`src/rtl/mem_sched.sv`:
```
// Picks at most one of instruction fetch / data access per cycle, issues it to memory one cycle later, tracks read IDs.
// Latency: grant combinational, o_mem_* registered next edge; i_mem_full or a full ID table withholds grants (stores bypass the table).
module mem_sched #(
   parameter int PA_WIDTH        = 32,
   parameter int LINE_WIDTH      = 128,
   parameter int ID_WIDTH        = 3,
   parameter int MAX_OUTSTANDING = 8,
   parameter int STARVE_LIMIT    = 4
) (
   input  logic                  clk,
   input  logic                  rst,
   input  logic                  i_instr_enable,
   input  logic [PA_WIDTH-1:0]   i_instr_addr,
   output logic                  o_instr_grant,
   input  logic                  i_data_enable,
   input  logic [PA_WIDTH-1:0]   i_data_addr,
   input  logic [LINE_WIDTH-1:0] i_data,
   input  logic                  i_data_write,
   output logic                  o_data_grant,
   input  logic                  i_mem_full,
   output logic                  o_mem_enable,
   output logic [PA_WIDTH-1:0]   o_mem_addr,
   output logic [LINE_WIDTH-1:0] o_mem_data,
   output logic                  o_mem_write,
   output logic [ID_WIDTH-1:0]   o_mem_id,
   input  logic                  i_mem_resp_enable,
   input  logic [ID_WIDTH-1:0]   i_mem_resp_id,
   output logic                  o_resp_instr,
   output logic                  o_resp_data,
   output logic [ID_WIDTH:0]     o_outstanding,
   output logic                  o_resp_error
);

   localparam int CW = $clog2(STARVE_LIMIT + 1);

   logic [MAX_OUTSTANDING-1:0] busy_q, owner_q;
   logic [MAX_OUTSTANDING-1:0] resp_clr, alloc_set;
   logic [CW-1:0]              starve_q;
   logic                       free_any;
   logic [ID_WIDTH-1:0]        free_id;
   logic                       instr_elig, data_elig, starve_max;
   logic                       instr_win, data_win, read_grant;
   logic                       resp_hit, resp_owner;
   logic [ID_WIDTH:0]          busy_cnt;

   // Lowest free ID comes from the registered mask, so an ID freed this cycle is not reused until next cycle.
   always_comb begin
      free_any = 1'b0;
      free_id  = '0;
      for (int i = MAX_OUTSTANDING - 1; i >= 0; i--) begin
         if (!busy_q[i]) begin
            free_any = 1'b1;
            free_id  = ID_WIDTH'(i);
         end
      end
   end

   assign instr_elig = i_instr_enable && !i_mem_full && free_any;
   assign data_elig  = i_data_enable && !i_mem_full && (i_data_write || free_any);
   assign starve_max = (starve_q == CW'(STARVE_LIMIT));
   assign instr_win  = instr_elig && (!data_elig || starve_max);
   assign data_win   = data_elig && !instr_win;
   assign read_grant = instr_win || (data_win && !i_data_write);

   assign o_instr_grant = instr_win;
   assign o_data_grant  = data_win;

   always_comb begin
      resp_hit   = 1'b0;
      resp_owner = 1'b0;
      resp_clr   = '0;
      alloc_set  = '0;
      busy_cnt   = '0;
      for (int i = 0; i < MAX_OUTSTANDING; i++) begin
         if (i_mem_resp_enable && (i_mem_resp_id == ID_WIDTH'(i)) && busy_q[i]) begin
            resp_hit    = 1'b1;
            resp_owner  = owner_q[i];
            resp_clr[i] = 1'b1;
         end
         alloc_set[i] = read_grant && (free_id == ID_WIDTH'(i));
         busy_cnt     = busy_cnt + (ID_WIDTH + 1)'(busy_q[i]);
      end
   end

   assign o_resp_instr  = resp_hit && !resp_owner;
   assign o_resp_data   = resp_hit && resp_owner;
   assign o_outstanding = busy_cnt;

   always_ff @(posedge clk or negedge rst) begin
      if (!rst) begin
         busy_q       <= '0;
         owner_q      <= '0;
         starve_q     <= '0;
         o_resp_error <= 1'b0;
      end else begin
         busy_q <= (busy_q & ~resp_clr) | alloc_set;
         for (int i = 0; i < MAX_OUTSTANDING; i++) begin
            if (alloc_set[i]) owner_q[i] <= data_win;
         end
         if (i_mem_resp_enable && !resp_hit) o_resp_error <= 1'b1;
         // Only a real arbitration loss counts; a full table or i_mem_full leaves the count alone.
         if (!i_instr_enable || instr_win) starve_q <= '0;
         else if (instr_elig && data_win && !starve_max) starve_q <= starve_q + 1'b1;
      end
   end

   always_ff @(posedge clk or negedge rst) begin
      if (!rst) begin
         o_mem_enable <= 1'b0;
         o_mem_addr   <= '0;
         o_mem_data   <= '0;
         o_mem_write  <= 1'b0;
         o_mem_id     <= '0;
      end else begin
         o_mem_enable <= instr_win || data_win;
         if (instr_win) begin
            o_mem_addr  <= i_instr_addr;
            o_mem_write <= 1'b0;
            o_mem_id    <= free_id;
         end else if (data_win) begin
            o_mem_addr  <= i_data_addr;
            o_mem_data  <= i_data;
            o_mem_write <= i_data_write;
            o_mem_id    <= i_data_write ? '0 : free_id;
         end
      end
   end

endmodule

```
`config.mk`:
```
export PLATFORM = sky130hd
export DESIGN_NAME = mem_sched
export DESIGN_NICKNAME = d
export VERILOG_FILES = /design/src/rtl/mem_sched.sv
export SDC_FILE = /design/constraint.sdc
export NUM_CORES = 1
export LEC_CHECK = 0
export ABC_AREA = 1
export CORE_AREA = 5 5 143 145
export CTS_CLUSTER_DIAMETER = 200
export DETAILED_ROUTE_END_ITERATION = 10
export DIE_AREA = 0 0 148 150
export PLACE_DENSITY = 0.81
export RECOVER_POWER = 50
export SLEW_MARGIN = 20
export SYNTH_ARGS = -nofsm -noshare
export SYNTH_HDL_FRONTEND = slang
export SYNTH_SLANG_ARGS = --single-unit
export TNS_END_PERCENT = 5
```
`constraint.sdc`:
```
create_clock -name clk -period 7.5 [get_ports clk]
set_clock_uncertainty 0.2 [all_clocks]
set_input_delay 1.5 -clock clk [delete_from_list [all_inputs] [get_ports clk]]
set_output_delay 1.5 -clock clk [all_outputs]
set_load 0.005 [all_outputs]
```
# After elaboration in Yosys (flattened, before gate mapping)
# Cells that the tools add are included.
# op_classes
eq_ne,15
n_reduce_logical,54
addsub,8
bitwise,4
muxes,48
# ops
operator,count
$mux 32,2
$mux 3,13
$logic_and 1x1->1,36
$mux 1,33
$eq 3x3->1 const B,9
$add 4x1->4,4
$eq 3x2->1 const B,4
$and 8x8->8,1
$logic_not 1->1,8
$not 8->8,1
$or 8x8->8,1
$eq 3x1->1 const B,2
$logic_not 3->1,2
$logic_or 1x1->1,5
$add 3x1->4,1
$reduce_bool 2->1,2
$add 2x1->3,1
$add 3x1->3 const B,1
$add 1x1->2,1
$reduce_and 2->1,1
$not 1->1,1
# word_totals
wordCells,145
ff_bits,185
inputBits,202
out_inout_bits,174

# Longest topological paths before layout
# depth
ltp_word,19
mapped_depth,13

# Least setup slack after synthesis
# Ideal clock, no wire load.
# synth_timing
kind,flip-flop to output port
start,register busy_q[0]
end,output o_outstanding[2]
path_slack_ps,3138
n_path_buf,0
required_time_ps,5800
path_stages_with_launch,10
t_arrival_ps,2662
cell_sequence,dfrtp_1 fa_1 inv_1 fa_1 fa_1 inv_1 ha_1 inv_1 fa_1 xnor2_1
# synth_via
elab_chain_cells,7
# synth_lines
item,line_no,source
"start, declared",36,"logic [MAX_OUTSTANDING-1:0] busy_q, owner_q;"
"start signal, assigned",96,busy_q <= (busy_q & ~resp_clr) | alloc_set;
$add 1x1->2,81,busy_cnt = busy_cnt + (ID_WIDTH + 1)'(busy_q[i]);
$add 2x1->3,81,
$add 3x1->4,81,
$add 4x1->4 (4 in a row),81,
"end, declared",30,"output logic [ID_WIDTH:0] o_outstanding,"
# Every way passes these cells.

# Worst setup path after layout
# layout_timing
start,input i_data_enable
end,output o_data_grant
# layout_via
elab_chain_cells,7
# layout_lines
item,line_no,source
"start, declared",15,"input logic i_data_enable,"
$logic_and 1x1->1 * (2 in a row),59,assign data_elig = i_data_enable && !i_mem_full && (i_data_write || free_any);
$logic_not 1->1,61,assign instr_win = instr_elig && (!data_elig || starve_max);
$logic_or 1x1->1,61,
$logic_and 1x1->1,61,
$logic_not 1->1,62,assign data_win = data_elig && !instr_win;
$logic_and 1x1->1 *,62,
"end, declared",19,"output logic o_data_grant,"
# Every way passes the cells marked *; elsewhere a longest branch is shown, timed or not.

==> flow_results.org <==
** Setup path
- Worst setup path startpoint :: i_data_enable
- CP endpoint kind :: primary output
- STA puts the critical path data required time at 5800 ps.
- STA classifies the critical path startpoint as a primary input.
- Data arrival time at the worst-slack endpoint :: 4320 ps
- The endpoint identified for the worst register-to-register timing path is o_mem_data[40].
- The startpoint identified for the worst register-to-register timing path is busy_q[0].
- FF-to-FF path depth :: 12
- Of all nets on the critical path, the largest fanout is 48.
- The worst setup path is of the in -> out kind.
- In this run the worst setup path terminates at o_data_grant.
- The worst register-to-register path has a setup slack of 3730 ps.

** Place
- Detailed-placement wirelength estimate :: 19000 um
- Routability-driven placement finished with a final weighted congestion of 0.868.
- Post-placement cell area :: 0.0116 mm2
- After detailed placement, the design holds a cell count of 1502.
- Post-place setup slack :: 1580 ps
- Buffers placed on the I/O ports in this run total 375.

** Job
- Maximum capacitance violations :: 2

** Clock tree
- Post-CTS setup buffer count :: 0
- The root buffer cell chosen for the clock tree is clkbuf_16.
- Clock Sinks :: 185
- Clock latency at the later pin of the worst-skew pair :: 420 ps
- Depth of the CTS H-tree :: 4
- The number of clock buffers added by TritonCTS is 17.
- CTS max path bufs :: 2
- Cts hold-fix bufs :: 0
- Clock edge transition at the registers on the reported setup and hold paths :: 70 ps
- Cts repair resizes :: 0
- CTS tree :: done

** Logic synthesis
- For this run, the register share of the synthesized area comes to 0.596.
- The synthesized design spends more area on one cell type than any other, namely dfrtp_1.
- Averaged over all synthesized cells, the footprint is 8.40 um2.
- The number of nets in the synthesized netlist is 1135.
- Number of warnings issued by yosys :: 0
- Synthesized cell area :: 0.00776 mm2
- The synthesized netlist contains 28 unique library cells.
- Synthesized instance count :: 924
- Of the post-synthesis cell area, the dominant cell type holds 0.596.
- Counting flops and latches in the post-synthesis netlist gives 185.
- Yosys attributes the largest share of cell area to dfrtp_1, nand2_1, nand3_1.

** Status
- Outcome :: finished, violations left
- Failing checks :: max-capacitance violations, max-slew violations

** STA
- Relative slew slack :: -1.82
- The worst path in the final design needs a cycle of 6020 ps, including I/O delays and setup.
- Count of endpoints failing hold in the final timing report :: 0
- For the pin with the worst max-slew slack, the measured transition is 4230 ps.
- Once routing completed, OpenROAD measured the worst setup slack at 1480 ps.
- Setup violations remaining at the end of the flow were counted as 0.
- The max-slew violation count is 112.
- Setup repair after global routing missed its margin :: false
- Fmax :: 166 MHz
- Setup tns final :: 0 ps
- Dividing the final minimum period by the clock period gives 0.802.
- Final worst hold slack :: 266 ps

** Routing
- The routed design uses 12600 um of met2 wire.
- The detailed router placed 7333 vias in this run.
- Detailed-route wire length per cell :: 16.7 um
- Signal routing reaches up to met5.
- After the first detailed-routing iteration, the DRC count stood at 292.
- Post-route DRC :: 0
- Router iterations before antenna repair :: 8
- Routed Antenna Nets :: 0
- Summed over all nets, wire length on met3 after detailed routing comes to 2640 um.
- Final wirelength :: 25700 um
- The detailed router put a total of 9760 um of wire on met1.
- In the routed layout, each cell is associated on average with a via count of 4.78.

** Floorplanning
- Die area :: 0.0222 mm2
- Initial standard-cell utilization of the core :: 0.407
- Placeable core area :: 0.0191 mm2
- After floorplanning, the core was divided into 51 placement rows.
- Top-Level Pins :: 376
- Die Ht :: 150 um
- Die Wd :: 148 um

** Final layout
- Leaving out filler cells and counting taps, the final layout contains 1534.
- In the final design database the tool counted 1494 nets.
- Proportion of layout cells with a drive suffix above 1 :: 0.0309
- Number of antenna repair diodes :: 0
- The layout has 1597 filler cells.
- The top cell types in the final layout, fill and taps aside, are nand2_1, clkdlybuf4s50_1, dfrtp_1, nand3_1, dlygate4sd3_1.
- The library cell used most frequently in the layout, excluding fill and tap cells, is nand2_1.
- Area growth, synth to finish :: 57.5%
- At the end of the flow the core is filled with cells to 0.641.
- Fin area :: 0.0122 mm2

** Global route
- Antenna violations before repair :: 2
- Across every metal layer, demand over resource in global routing totals 0.226.
- Largest net degree at the start of global routing :: 90
- Summed over all layers, the global routing overflow is 0.
- Wire length of the first global-routing pass :: 39100 um
- The via count of the first global-routing pass was 7364.

** Min path
- The worst hold path was traced through 2 stages.
- Class of the tightest hold or removal check :: reg -> reg

** Power
- Leakage power figure :: 6.01 nW
- Max rail drop VDD :: 164 uV
- Power comes to 3.12 mW.
- Dividing total power by cell area gives a power density of 255 mW/mm2.
## cell families after synthesis
group / Yosys count / synth area share
compound gates: 21 / 0.0147
xor+xnor: 2 / 0.00226
fa+ha+maj: 9 / 0.0184
buf+inv: 73 / 0.0440
flops: 185 / 0.596
simple gates: 634 / 0.325
## worst min path at each step
stage	start	endpoint	slack, ps
6_report	o_mem_data[22]	o_mem_data[22]	270
5_1_grt	o_mem_data[22]	o_mem_data[22]	280
4_1_cts	o_mem_data[127]	o_mem_data[127]	270
3_5_place_dp	o_mem_data[38]	o_mem_data[38]	260
3_3_place_gp	o_mem_data[34]	o_mem_data[34]	250
2_1_floorplan	owner_q[5]	owner_q[5]	230
## critical path: stages
cell	delay, ps
dlygate4sd3_1	520
inv_1	50
nor2_1	180
nand3_1	180
nand2_4	370
inv_4	250
nor2_8	590
clkdlybuf4s50_1	630
## cell usage after synthesis (all sizes together)
| cell | number |
|---|---|
| nand2 | 522 |
| dfrtp | 185 |
| nand3 | 84 |
| inv | 33 |
| buf | 30 |
| nor2 | 23 |
| o21ai | 14 |
| clkbuf | 10 |
| ha | 5 |
| fa | 4 |
| a21oi | 3 |
| nor3 | 2 |
| o21bai | 2 |
| a31oi | 1 |
| nand3b | 1 |
| nand4 | 1 |
| o21a | 1 |
| or2 | 1 |
| xnor2 | 1 |
| xor2 | 1 |
## report_power, final
part	switching (mW)	leakage (nW)	internal, mW
registers	0.108	2.29	1.16
clock network	0.408	0.292	0.513
logic	0.407	3.43	0.519
## area by class of cell
type | count | area, um2 | share of cell area
sequential | 185 | 4630 | 0.379
timing repair buffer | 380 | 3780 | 0.309
clock buffer | 20 | 447 | 0.0365
clock inverter | 12 | 154 | 0.0126
inverter | 33 | 129 | 0.0105
multi-input combinational | 666 | 2790 | 0.228
tap | 238 | 298 | 0.0244
## per-layer routing
metal  vias up  track usage
met5         -            0
met4         4       0.0739
met3        44       0.0936
met2       312        0.380
met1      3397        0.264
li1       3576            -
## registers in the layout, indices dropped and copies added, names as in the netlist
name and flops:
o_mem_data 128, o_resp_error 1, o_mem_id 3, busy_q 8
o_mem_enable 1, o_mem_write 1, starve_q 3, o_mem_addr 32
owner_q 8
Note: power is estimated with default switching activity, not from simulation.
